### config.mk
export PLATFORM = sky130hd
export DESIGN_NAME = best_move_scan_ctrl
export DESIGN_NICKNAME = d
export VERILOG_FILES = /design/src/rtl/best_move_scan_ctrl.sv
export SDC_FILE = /design/constraint.sdc
export NUM_CORES = 1
export LEC_CHECK = 0
export BUFFER_PORTS_ARGS = -buffer_cell sky130_fd_sc_hd__buf_2
export CORE_ASPECT_RATIO = 0.7
export CORE_MARGIN = 5
export CORE_UTILIZATION = 49
export CTS_BUF_LIST = sky130_fd_sc_hd__clkbuf_16
export DETAILED_ROUTE_END_ITERATION = 12
export PLACE_DENSITY = 0.74
export SLEW_MARGIN = 40
export SYNTH_ARGS = -nofsm -noshare
export SYNTH_HDL_FRONTEND = slang
export SYNTH_SLANG_ARGS = --single-unit
### constraint.sdc
create_clock -name i_clk -period 2 [get_ports i_clk]
set_clock_uncertainty 0.2 [all_clocks]
set_input_delay 0.1 -clock i_clk [delete_from_list [all_inputs] [get_ports i_clk]]
set_output_delay 0.1 -clock i_clk [all_outputs]
set_load 0.1 [all_outputs]
### src/rtl/best_move_scan_ctrl.sv
// best_move_scan_ctrl
// Sequential best-square finder. It reads one score per cycle from a shared score store
// (fixed 1-cycle read latency) over squares 0..N_SQ-1 and keeps a running maximum and its
// position. The result matches a combinational max tree in which the higher index wins ties.
//
// Optional build macro: MOVE_SCAN_EARLY_EXIT_EN
//   When defined, capturing an all-ones valid score ends the scan at once. The outstanding read
//   is discarded, so the lowest index among maximal squares is reported.
//   When undefined, every scan covers all N_SQ squares.
//
// Handshake: o_rd_en/o_rd_addr issue a read in cycle c. i_score_data/i_score_valid answer it in
// cycle c+1. i_score_valid=0 marks an illegal square, which is skipped. o_done pulses for one
// cycle when o_found/o_best_score/o_best_pos take their new value. These outputs hold that value
// until the next o_done or reset.
module best_move_scan_ctrl #(
  parameter int N_SQ    = 64,
  parameter int SCORE_W = 6,
  parameter int POS_W   = 6
) (
  input  logic               i_clk,
  input  logic               i_rst_n,
  input  logic               i_start,
  input  logic               i_abort,
  output logic               o_rd_en,
  output logic [POS_W-1:0]   o_rd_addr,
  input  logic [SCORE_W-1:0] i_score_data,
  input  logic               i_score_valid,
  output logic               o_busy,
  output logic               o_done,
  output logic               o_found,
  output logic [SCORE_W-1:0] o_best_score,
  output logic [POS_W-1:0]   o_best_pos,
  output logic [1:0]         o_state
);

  typedef enum logic [1:0] {
    S_IDLE  = 2'd0,
    S_SCAN  = 2'd1,
    S_DRAIN = 2'd2,
    S_DONE  = 2'd3
  } state_t;

  localparam logic [POS_W-1:0] LAST_ADDR = POS_W'(N_SQ - 1);

  state_t             r_state;
  logic               r_rd_en;
  logic [POS_W-1:0]   r_rd_addr;
  logic               r_cap_en;    // a read was issued last cycle, so data is arriving now
  logic [POS_W-1:0]   r_cap_addr;  // square whose data is arriving now
  logic               r_busy;
  logic               r_done;
  logic               r_found;
  logic [SCORE_W-1:0] r_best_score;
  logic [POS_W-1:0]   r_best_pos;
  logic               r_wfound;
  logic [SCORE_W-1:0] r_wmax;
  logic [POS_W-1:0]   r_wpos;

  logic               w_cap;
  logic               w_take;
  logic               w_nfound;
  logic [SCORE_W-1:0] w_nmax;
  logic [POS_W-1:0]   w_npos;
`ifdef MOVE_SCAN_EARLY_EXIT_EN
  logic               w_hit;
`endif

  // Capture arriving score data only while a scan owns the read port. Ties go to the later square.
  always_comb begin
    w_cap    = 1'b0;
    w_take   = 1'b0;
    w_nfound = r_wfound;
    w_nmax   = r_wmax;
    w_npos   = r_wpos;
    if ((r_state == S_SCAN || r_state == S_DRAIN) && r_cap_en && i_score_valid) begin
      w_cap = 1'b1;
    end
    if (w_cap && (!r_wfound || i_score_data >= r_wmax)) begin
      w_take = 1'b1;
    end
    if (w_cap) begin
      w_nfound = 1'b1;
    end
    if (w_take) begin
      w_nmax = i_score_data;
      w_npos = r_cap_addr;
    end
  end

`ifdef MOVE_SCAN_EARLY_EXIT_EN
  // An all-ones score cannot be beaten, so the scan may stop on it.
  assign w_hit = w_take && (i_score_data == {SCORE_W{1'b1}});
`endif

  // Scan sequencer with registered read, status and result outputs.
  always_ff @(posedge i_clk) begin
    if (!i_rst_n) begin
      r_state      <= S_IDLE;
      r_rd_en      <= 1'b0;
      r_rd_addr    <= '0;
      r_cap_en     <= 1'b0;
      r_cap_addr   <= '0;
      r_busy       <= 1'b0;
      r_done       <= 1'b0;
      r_found      <= 1'b0;
      r_best_score <= '0;
      r_best_pos   <= '0;
      r_wfound     <= 1'b0;
      r_wmax       <= '0;
      r_wpos       <= '0;
    end else begin
      r_cap_en   <= r_rd_en;
      r_cap_addr <= r_rd_addr;
      r_done     <= 1'b0;
      case (r_state)
        S_IDLE: begin
          r_rd_en   <= 1'b0;
          r_rd_addr <= '0;
          r_busy    <= 1'b0;
          if (i_start) begin
            r_state   <= S_SCAN;
            r_rd_en   <= 1'b1;
            r_busy    <= 1'b1;
            r_wfound  <= 1'b0;
            r_wmax    <= '0;
            r_wpos    <= '0;
          end
        end
        S_SCAN: begin
          if (i_abort) begin
            r_state   <= S_IDLE;
            r_rd_en   <= 1'b0;
            r_rd_addr <= '0;
            r_busy    <= 1'b0;
          end else begin
            r_wfound <= w_nfound;
            r_wmax   <= w_nmax;
            r_wpos   <= w_npos;
`ifdef MOVE_SCAN_EARLY_EXIT_EN
            if (w_hit) begin
              r_state      <= S_DONE;
              r_rd_en      <= 1'b0;
              r_rd_addr    <= '0;
              r_busy       <= 1'b0;
              r_done       <= 1'b1;
              r_found      <= 1'b1;
              r_best_score <= w_nmax;
              r_best_pos   <= w_npos;
            end else begin
              if (r_rd_addr == LAST_ADDR) begin
                r_state   <= S_DRAIN;
                r_rd_en   <= 1'b0;
                r_rd_addr <= '0;
              end else begin
                r_rd_addr <= r_rd_addr + POS_W'(1);
              end
            end
`else
            if (r_rd_addr == LAST_ADDR) begin
              r_state   <= S_DRAIN;
              r_rd_en   <= 1'b0;
              r_rd_addr <= '0;
            end else begin
              r_rd_addr <= r_rd_addr + POS_W'(1);
            end
`endif
          end
        end
        S_DRAIN: begin
          r_rd_en   <= 1'b0;
          r_rd_addr <= '0;
          r_busy    <= 1'b0;
          if (i_abort) begin
            r_state <= S_IDLE;
          end else begin
            r_state      <= S_DONE;
            r_done       <= 1'b1;
            r_wfound     <= w_nfound;
            r_wmax       <= w_nmax;
            r_wpos       <= w_npos;
            r_found      <= w_nfound;
            r_best_score <= w_nfound ? w_nmax : '0;
            r_best_pos   <= w_nfound ? w_npos : '0;
          end
        end
        S_DONE: begin
          r_state   <= S_IDLE;
          r_rd_en   <= 1'b0;
          r_rd_addr <= '0;
          r_busy    <= 1'b0;
        end
        default: begin
          r_state   <= S_IDLE;
          r_rd_en   <= 1'b0;
          r_rd_addr <= '0;
          r_busy    <= 1'b0;
        end
      endcase
    end
  end

  assign o_rd_en      = r_rd_en;
  assign o_rd_addr    = r_rd_addr;
  assign o_busy       = r_busy;
  assign o_done       = r_done;
  assign o_found      = r_found;
  assign o_best_score = r_best_score;
  assign o_best_pos   = r_best_pos;
  assign o_state      = r_state;

endmodule

# --- Yosys cells after proc, flatten, opt, wreduce, memory -nomap -nowiden ---
# Cells that the tools add are included.
word_totals:
  latchBits: 0
  ff_bits: 44
  rom_bits: 0
  input_bits: 11
  ram_bits: 0
  out_inout_bits: 24
  elab_cells: 69
  memories: 0
op_classes:
  div_mod_pow: 0
  n_eq_ne: 8
  n_mul: 0
  bitwise_logic: 1
  n_mux: 30
  n_addsub: 1
  magnitude_cmp: 1
  reduce_logical: 15
  shift: 0
op_table:
  columns: ["operator", "count"]
  rows:
  - ["6-bit 2-to-1 mux", 9]
  - ["6-bit one-hot mux with 2 select lines", 3]
  - ["1-bit 2-to-1 mux", 10]
  - ["2-bit 2-to-1 mux", 4]
  - ["2-bit one-hot mux with 4 select lines", 1]
  - ["6-bit by 1-bit adder with 6-bit output, second input constant", 1]
  - ["6-bit == test, second input constant", 1]
  - ["6-bit greater-or-equal comparator", 1]
  - ["2-bit != test, second input constant", 3]
  - ["1-bit one-hot mux with 3 select lines", 2]
  - ["2-bit AND reduction", 3]
  - ["2-bit == test, second input constant", 2]
  - ["2-bit OR reduction", 2]
  - ["1-bit logical AND", 3]
  - ["3-bit by 2-bit != test with 1-bit output, second input constant", 1]
  - ["3-bit AND reduction", 1]
  - ["3-bit OR reduction", 1]
  - ["2-bit by 1-bit == test with 1-bit output, second input constant", 1]
  - ["2-bit logical NOT", 1]
  - ["1-bit logical OR", 2]
  - ["1-bit one-hot mux with 2 select lines", 1]
  - ["2-bit nonzero test", 1]
  - ["1-bit logical NOT", 1]
  - ["1-bit NOT", 1]

# --- Logic depth before layout (Yosys ltp) ---
# Gate-level depths: netlist (run 1).
depth:
  depth_word: 10
  mapped_depth: 8
  depth_no_buf: 7

# --- Worst setup path after synthesis (run 1) ---
# Ideal clock, no wire load.
synth_timing:
  path_type: "reg-to-reg"
  start: "register r_state[0], in the netlist o_state[0]"
  end: "register r_best_pos[0], in the netlist o_best_pos[0]"
  setup_slack_ns: -0.622
  required_ns: 1.721
  stages_incl_launch_ff: 8
  t_arrival_ns: 2.343
  period_less_slack_ns: 2.622
  setup_time_ns: 0.079
  path_cell_list: "dfxtp_1 > inv_1 > ha_1 > and3_1 > o21ai_2 > a211o_1 > buf_6 > o221ai_2"
synth_between:
  elab_chain_cells: 9
  elab_cells_between_ends: 12
  cone_classes: "eq/ne: 2; mux: 5; reduce/logical: 5"
synth_rtl:
  columns: ["item", "line_no", "source"]
  rows:
  - ["from (decl)", "45", "state_t r_state;"]
  - ["from (signal assigned)", "98", "r_state <= S_IDLE;"]
  - ["from (signal assigned)", "121", "r_state <= S_SCAN;"]
  - ["from (signal assigned)", "131", "r_state <= S_IDLE;"]
  - ["2-bit by 1-bit == test with 1-bit output or 2-bit == test (tied branches)", "75, 115", null]
  - ["1-bit logical OR", "75", "if ((r_state == S_SCAN || r_state == S_DRAIN) && r_cap_en && i_score_valid) begin"]
  - ["1-bit logical AND (2 in a row)", "75", null]
  - ["1-bit 2-to-1 mux", "75", null]
  - ["1-bit logical AND", "78", "if (w_cap && (!r_wfound || i_score_data >= r_wmax)) begin"]
  - ["1-bit 2-to-1 mux", "78", null]
  - ["6-bit 2-to-1 mux", "84", "if (w_take) begin"]
  - ["6-bit 2-to-1 mux", "183", "r_best_pos <= w_nfound ? w_npos : '0;"]
  - ["to (signal assigned)", "183", null]
  - ["to (decl)", "54", "logic [POS_W-1:0] r_best_pos;"]
# Parallel ways exist; a longest one is shown, timed or not.
# A chain may end at the register's enable or synchronous reset.

# --- Worst setup path after layout (run 1) ---
layout_timing:
  start: "register r_wmax[0]"
  end: "register r_best_score[0], in the netlist o_best_score[0]"
layout_between:
  elab_chain_cells: 6
layout_rtl:
  columns: ["item", "line_no", "source"]
  rows:
  - ["from (decl)", "56", "logic [SCORE_W-1:0] r_wmax;"]
  - ["from (signal assigned)", "137", "r_wmax <= w_nmax;"]
  - ["from (signal assigned)", "179", "r_wmax <= w_nmax;"]
  - ["6-bit greater-or-equal comparator", "78", null]
  - ["1-bit logical OR", "78", null]
  - ["1-bit logical AND", "78", null]
  - ["1-bit 2-to-1 mux", "78", null]
  - ["6-bit 2-to-1 mux *", "84", null]
  - ["6-bit 2-to-1 mux *", "182", "r_best_score <= w_nfound ? w_nmax : '0;"]
  - ["to (signal assigned)", "182", null]
  - ["to (decl)", "53", "logic [SCORE_W-1:0] r_best_score;"]
# Every way passes the cells marked *; elsewhere a longest branch is shown, timed or not.

==> run metrics, run 1 <==
I/O Pins 35; grt total ovfl 0; Max-cap violations 0; Crit path max-delay family compound AO/OA/AOI/OAI gates; Net Sw Frac 23.4%; Tot GR Track Use 15.8%; fin crit share 97.7%; Post-Syn Instances 219; Final setup viols 0; Worst Path Arrival 1.95 ns; register area share after synthesis 43.6%; Seq cells post-synth 44; setup TNS 0 ns; hold depth 2; initial cell density of the core 51.2%; CP Depth 7; CTS tree built; largest net degree at the start of global routing 17; Synth Flop Type dfxtp_1; most common cell after layout, fill and taps aside nand2_1; Peak Freq 512 MHz; area delta synth->final 28.5%; Multi-input gate area 0.00101 sq mm; synth top area cells dfxtp_1 (44%), nand2_1 (7.6%), ha_1 (7.4%); CP startpoint kind flip-flop; Net Count, Synth 242; dpl hpwl 3.00 mm; crit end category flip-flop; fillers 322; Async SR Flop Fraction 0%; Die Span Y 63.7 microns; minimum clock period 1.95 ns; share of layout cells above drive strength 1 30.8%; Util after Layout 65.8%; internal power 1.53 mW; share of the synthesized area in the top cell type 43.6%; count of cell types in the netlist 34; DRT Wirelength 4.30 mm; area of the mapped netlist 0.00202 sq mm; Reg clk slew, reported paths 0.06 ns; vias in the first global route 1462; power density over the cells 769 mW/mm^2; clock share of power 45.5%; CP max FO 5; ANT nets after route 0; status complete, no violations; number of remaining DRC errors 0; H-tree levels 2; Ant. Diodes 0; Comb power frac 9.8%; Max rail drop VDD 0.501 mV; CP max stage delay 0.34 ns; synthesized area per cell 9.23 sq um; DR vias/cell 4.93; I/O Buffers 34; Sequential Power Share 44.7%; cell taking the most area after synthesis dfxtp_1; Worst Hold Class in2reg; Static Leak 1.15 nW; Worst EP required 2.00 ns; Post-synth EDFFs 0; clock root buffer clkbuf_16; worst slew pin tran 0.490 ns; via count 1602; critical path type reg2reg; Final Max Tran Viols 0; CP Buf/Inv Count 1; most frequent cells in the layout nand2_1 (41), dfxtp_1 (35), buf_2 (34); DIE AREA 0.00553 sq mm; DR iter-0 viols 74; hold_ws 0.00712 ns; Inserted Clock Buffers 5; synth warn 0; unrepaired setup endpoints after global routing yes; FF-to-FF path depth 7; GP Congestion 0.756; slowest CP cell a211o_1; Hold Vio Cnt, Final 0; max_slew headroom 67.5%; sequential cell area 897 sq um; Clock Sink Count 44; row count 19; first-pass GRT wire length 6.86 mm; first drt pass iteration count 4; clk_lat worst skew 0.28 ns; routed len/inst 13.2 microns; clock buffer depth 2; critical path, cell by cell ha_1 -> nand2b_1 -> a21oi_2 -> nor3_1 -> a211o_1 -> buf_4 -> o221ai_2; P_sw 0.466 mW; Die X 86.8 microns; initial antenna violation count 0; CORE AREA 0.00395 sq mm; number of nets in the layout 295
## power groups by stage
| stage | clock (mW) | sequential (mW) | combinational, mW |
|---|---|---|---|
| floorplan | 0 | 0.968 | 0.0740 |
| global placement | 0 | 0.913 | 0.177 |
| detailed placement | 0 | 0.913 | 0.178 |
| CTS | 0.923 | 0.894 | 0.191 |
| global route | 0.959 | 0.895 | 0.208 |
| finish | 0.908 | 0.893 | 0.195 |
## cells by family (layout without fill, tap and decap cells)
| family | count (synthesis) | after routing | synth area share [%] |
|---|---|---|---|
| flip-flops | 44 | 44 | 43.6 |
| adder cells (fa/ha/maj) | 12 | 12 | 7.43 |
| AO/OA/AOI/OAI | 26 | 26 | 13.2 |
| multiplexers | 14 | 14 | 6.93 |
| buffers and inverters | 36 | 90 | 7.55 |
| XOR/XNOR | 4 | 4 | 1.73 |
| AND/OR/NAND/NOR | 83 | 83 | 19.6 |
## metrics by stage
step	setup slack [ns]	area, sq um	total power [mW]	std cells
final	0.0463	2600	2.00	325
after global routing	-0.0414	2600	2.06	325
after CTS	0.0208	2550	2.01	323
after detailed placement	0.0443	2300	1.09	307
after global placement	0.0360	2300	1.09	307
after floorplan	0.0150	2040	1.04	219
## layer usage
metal	vias up	track usage, %	routed length (microns)
met4	0	7.00	73
met1	725	21.2	2180
li1	830	-	-
met5	-	0	0
met3	8	3.98	205
met2	39	23.9	1850
## sequential cells by signal, indices dropped and copies added (netlist names), 2 cells and up
name	count
o_best_pos	6
r_wmax	6
o_rd_addr	6
r_cap_addr	6
o_state	2
r_wpos	6
o_best_score	6
## cells in the mapped netlist, types with 3 or more instances
cell type / n
a21oi_1: 4
nand3_1: 5
o21ai_0: 3
dfxtp_1: 44
and2_1: 10
ha_1: 12
nand2_1: 41
nor2b_1: 4
nor2_1: 9
o221ai_2: 10
inv_1: 28
nor3_1: 4
mux2i_1: 14
clkbuf_1: 4
## repair_timing
action | CTS | global route
gates resized for setup | 0 | 11
hold buffers | 8 | 0
endpoints found under the setup margin | 0 | 24
setup buffers | 0 | 1
endpoints found under the hold margin | 13 | 0
## worst paths after layout
| check | start | to | slack [ns] |
|---|---|---|---|
| hold / removal | i_rst_n | o_found | 0.007 |
| setup reg to reg | r_wmax[0] | o_best_score[0] | 0.05 |
| hold reg to reg | o_rd_addr[0] | o_rd_addr[0] | 0.24 |
| setup / recovery | r_wmax[0] | o_best_score[0] | 0.05 |
## final cells by class
class | count | area share (%)
Timing Repair Buffer | 54 | 13.7
Multi-Input combinational cell | 139 | 38.9
Inverter | 28 | 4.05
Clock buffer | 5 | 4.82
Clock inverter | 3 | 1.49
Tap cell | 52 | 2.50
Sequential cell | 44 | 34.5
(Power assumes the default switching activity.)
==> inputs of run 2 (changes only) <==
--- a/config.mk
+++ b/config.mk
@@ -11,6 +11,7 @@
 export CORE_UTILIZATION = 49
 export CTS_BUF_LIST = sky130_fd_sc_hd__clkbuf_16
 export DETAILED_ROUTE_END_ITERATION = 12
+export HOLD_SLACK_MARGIN = 0.02
 export PLACE_DENSITY = 0.74
 export SLEW_MARGIN = 40
 export SYNTH_ARGS = -nofsm -noshare
==> run metrics, run 2 (synthesis gave the netlist of run 1 again) <==
Die Span Y 63.7 microns (unchanged); CP max FO 5 (unchanged); Final setup viols 0 (unchanged); PnR Total Power 2.00 mW (+0.11%); Ant. Diodes 0 (unchanged); CP startpoint kind flip-flop; CP max stage delay 0.34 ns (about the same); power density over the cells 767 mW/mm^2 (-0.28%); number of remaining DRC errors 0 (unchanged); share of layout cells above drive strength 1 30.7% (-0.11 points); first drt pass iteration count 4 (unchanged); initial antenna violation count 0 (unchanged); minimum clock period 1.95 ns (-0.000404 ns); number of nets in the layout 296 (+0.34%); placed insts 307 (unchanged); status complete, no violations; Worst EP required 2.00 ns (about the same); CTS tree built; most common cell after layout, fill and taps aside nand2_1; Worst Path Arrival 1.96 ns (about the same); first-pass GRT wire length 6.86 mm (unchanged); area delta synth->final 29.0%; Inserted Clock Buffers 5 (unchanged); Clock Sink Count 44 (unchanged); critical path type reg2reg; vias in the first global route 1466 (+0.27%); CORE AREA 0.00395 sq mm (unchanged); critical path, cell by cell ha_1 -> nand2b_1 -> a21oi_2 -> nor3_1 -> a211o_1 -> buf_4 -> o221ai_2; max_slew headroom 67.5% (unchanged); Hold Vio Cnt, Final 0 (unchanged); Reg clk slew, reported paths 0.06 ns (about the same); clock root buffer clkbuf_16; Tot GR Track Use 15.8% (unchanged); Static Leak 1.16 nW (+0.36%); Final Non-Filler Cells 326 (+0.31%); initial cell density of the core 51.2% (unchanged); H-tree levels 2 (unchanged); DR vias/cell 4.91 (-0.31%); Max-cap violations 0 (unchanged); Max rail drop VDD 0.501 mV (about the same); I/O Buffers 34 (unchanged); row count 19 (unchanged); worst slew pin tran 0.490 ns (-0.000000954 ns); clk_lat worst skew 0.28 ns (about the same); fillers 321 (-0.31%); via count 1602 (unchanged); Peak Freq 512 MHz (about the same); dpl hpwl 3.00 mm (unchanged); routed len/inst 13.1 microns (-0.70%); clock buffer depth 2 (unchanged); largest net degree at the start of global routing 17 (unchanged); GP Congestion 0.756 (unchanged); Die X 86.8 microns (unchanged); grt total ovfl 0 (unchanged); unrepaired setup endpoints after global routing yes; I/O Pins 35 (unchanged); Worst Hold Class in2reg; DIE AREA 0.00553 sq mm (unchanged); DRT Wirelength 4.28 mm (-0.40%); crit end category flip-flop; ANT nets after route 0 (unchanged); slowest CP cell a211o_1; Final Max Tran Viols 0 (unchanged); fin crit share 97.7% (about the same); DR iter-0 viols 76 (+2.7%); most frequent cells in the layout nand2_1 (41), dfxtp_1 (35), buf_2 (34)
[run 2: cell types whose count changed in the layout (fill, tap and decap cells not counted)]
cell	before	now
dlygate4sd3_1	8	9
[run 2: worst max-delay path: cells and delay by family, from the launching register on]
kind / cells / cell delay [ns]
AND/OR/NAND/NOR: 2 / 0.22
flip-flops: 1 / 0.33
adder cells (fa/ha/maj): 1 / 0.26
AO/OA/AOI/OAI: 3 / 0.68
buffers and inverters: 1 / 0.18
[run 2: final timing paths]
check	cells after the start	end	from	slack, ns
max reg2reg	7	o_best_score[0]	r_wmax[0]	0.05
max	7	o_best_score[0]	r_wmax[0]	0.05
min	4	r_wfound	i_start	0.03
min reg2reg	1	o_rd_addr[0]	o_rd_addr[0]	0.24
[run 2: report_power, final]
group,switching (mW),total [mW],internal [mW],leakage (nW)
Combinational,0.133,0.196,0.0634,0.713
Sequential,0.00754,0.893,0.886,0.360
Clock,0.327,0.909,0.582,0.0850
Total,0.467,2.00,1.53,1.16
[run 2: area by class of cell]
| cell class | count | area (sq um) | share of cell area (%) |
|---|---|---|---|
| multi-input cells | 139 | 1010 | 38.7 |
| flip-flops and latches | 44 | 897 | 34.4 |
| repair buffers | 55 | 367 | 14.1 |
| clock inverters | 3 | 38.8 | 1.49 |
| well taps | 52 | 65.1 | 2.50 |
| clock buffers | 5 | 125 | 4.80 |
| inverters | 28 | 105 | 4.03 |
[run 2: per-stage QoR]
step / hold WS (ns) / setup WS [ns] / area, sq um / setup TNS (ns) / utilization, %
2_1_floorplan: 0.0388 / 0.0150 / 2040 / 0 / -
3_3_place_gp: 0.161 / 0.0360 / 2300 / 0 / 58.4
3_5_place_dp: 0.175 / 0.0443 / 2300 / 0 / 58.4
4_1_cts: 0.0323 / 0.0208 / 2560 / 0 / 64.8
5_1_grt: 0.0728 / -0.0414 / 2610 / -0.342 / 66.1
6_report: 0.0326 / 0.0467 / 2610 / 0 / 66.1
[run 2: metal layers]
layer  up-vias  routed length, microns  GRT usage (%)
li1        828                       -              -
met2        41                    1840           23.9
met5         -                       0              0
met3         8                     263           3.98
met4         0                      73           7.00
met1       725                    2110           21.2
[run 2: what timing repair did]
action	CTS	global route
setup endpoints to repair	0	24
resized for setup	0	11
endpoints found under the hold margin	15	0
hold buffers	9	0
setup buffers	0	1
==> inputs of run 3 (changes only) <==
--- a/config.mk
+++ b/config.mk
@@ -13,7 +13,7 @@
 export DETAILED_ROUTE_END_ITERATION = 12
 export HOLD_SLACK_MARGIN = 0.02
 export PLACE_DENSITY = 0.74
-export SLEW_MARGIN = 40
+export RECOVER_POWER = 50
 export SYNTH_ARGS = -nofsm -noshare
 export SYNTH_HDL_FRONTEND = slang
 export SYNTH_SLANG_ARGS = --single-unit
==> run metrics, run 3 (synthesis gave the netlist of run 1 again) <==
status complete, no violations; Peak Freq 512 MHz (about the same); Reg clk slew, reported paths 0.06 ns (about the same); power density over the cells 766 mW/mm^2 (about the same); Max-cap violations 0 (unchanged); number of nets in the layout 296 (unchanged); Clock Sink Count 44 (unchanged); critical path type reg2reg; I/O Pins 35 (unchanged); number of remaining DRC errors 0 (unchanged); initial cell density of the core 51.2% (unchanged); Inserted Clock Buffers 5 (unchanged); Hold Vio Cnt, Final 0 (unchanged); via count 1608 (+0.37%); clock root buffer clkbuf_16; dpl hpwl 3.00 mm (unchanged); Final setup viols 0 (unchanged); share of layout cells above drive strength 1 30.3% (-0.36 points); Final Non-Filler Cells 326 (unchanged); clock buffer depth 2 (unchanged); minimum clock period 1.95 ns (-0.0000964 ns); Static Leak 1.14 nW (-1.8%); Ant. Diodes 0 (unchanged); slowest CP cell a211o_1; routed len/inst 13.2 microns (+0.16%); largest net degree at the start of global routing 17 (unchanged); CP startpoint kind flip-flop; CP Buf/Inv Count 1 (unchanged); area delta synth->final 28.9% (about the same); ANT nets after route 0 (unchanged); CTS tree built; critical path, cell by cell ha_1 -> nand2b_1 -> a21oi_2 -> nor3_1 -> a211o_1 -> buf_4 -> o221ai_2; hold_ws 0.0379 ns (+0.00532 ns); first drt pass iteration count 4 (unchanged); DR iter-0 viols 86 (+13%); CP max stage delay 0.34 ns (about the same); worst slew pin tran 1.16 ns (+0.670 ns); most common cell after layout, fill and taps aside nand2_1; most frequent cells in the layout nand2_1 (41), dfxtp_1 (35), inv_1 (27); Final Max Tran Viols 0 (unchanged); max_slew headroom 23.0% (-45 points); Worst Hold Class in2reg; grt total ovfl 0 (unchanged); vias in the first global route 1466 (unchanged); CORE AREA 0.00395 sq mm (unchanged); Max rail drop VDD 0.500 mV (about the same); row count 19 (unchanged); first-pass GRT wire length 6.86 mm (unchanged); H-tree levels 2 (unchanged); unrepaired setup endpoints after global routing yes; initial antenna violation count 0 (unchanged); fin crit share 97.7% (about the same); final instance area 0.00261 sq mm (about the same); crit end category flip-flop; GP Congestion 0.756 (unchanged); Die X 86.8 microns (unchanged); clk_lat worst skew 0.28 ns (about the same); area post-placement 0.00230 sq mm (unchanged); DR vias/cell 4.93 (+0.37%); Worst Path Arrival 1.95 ns (about the same); DIE AREA 0.00553 sq mm (unchanged); Crit path max-delay family compound AO/OA/AOI/OAI gates; CP max FO 5 (unchanged); placed insts 307 (unchanged); Die Span Y 63.7 microns (unchanged); Worst EP required 2.00 ns (about the same); I/O Buffers 34 (unchanged); Tot GR Track Use 15.8% (unchanged); DRT Wirelength 4.29 mm (+0.16%)
run 3: cell count changes in the layout (fill, tap and decap cells not counted), sizes merged:
cell    change
buf        -18
clkbuf     +18
run 3: path summary, 6_finish.rpt:
| path | cells after the start | slack (ns) | to | from |
|---|---|---|---|---|
| worst min register to register | 1 | 0.24 | o_rd_addr[0] | o_rd_addr[0] |
| worst min-delay path | 4 | 0.04 | r_wfound | i_start |
| worst max-delay path | 7 | 0.05 | o_best_score[0] | r_wmax[0] |
| worst max register to register | 7 | 0.05 | o_best_score[0] | r_wmax[0] |
run 3: metrics by stage:
step	worst slack (ns)	power [mW]	setup TNS (ns)	util, %
after floorplan	0.0150	1.04	0	-
after global routing	-0.0414	2.06	-0.342	66.0
after CTS	0.0208	2.01	0	64.8
final	0.0468	2.00	0	66.0
after global placement	0.0360	1.09	0	58.4
after detailed placement	0.0443	1.09	0	58.4
run 3: worst reg2reg max path: cells and delay by family, from the launching register on:
kind / cells / cell delay [ns]
buf+inv: 1 / 0.19
simple gates: 2 / 0.22
flops: 1 / 0.33
compound gates: 3 / 0.68
fa+ha+maj: 1 / 0.26
run 3: final cells by class:
class                      instances  area (sq um)
clock buffer                       5           125
clock inverter                     3          38.8
fill                             322          1340
inverter                          28           105
multi-input combinational        139          1010
sequential                        44           897
tap                               52          65.1
timing repair buffer              55           365
run 3: power by group:
part / total (mW) / internal (mW) / switching (mW)
Sequential: 0.894 / 0.886 / 0.00774
Clock: 0.908 / 0.582 / 0.326
Combinational: 0.196 / 0.0632 / 0.133
Total: 2.00 / 1.53 / 0.466
run 3: per-layer routing:
| metal | share of wire [%] | track usage [%] |
|---|---|---|
| met2 | 43 | 23.9 |
| met5 | 0 | 0 |
| met1 | 51 | 21.2 |
| met4 | 2.0 | 7.00 |
| met3 | 4.5 | 3.98 |
run 3: repair_timing:
action	CTS	global route
resized for setup	0	11
buffers inserted	0	1
hold buffers	9	0
setup endpoints to repair	0	24
hold endpoints to repair	15	0
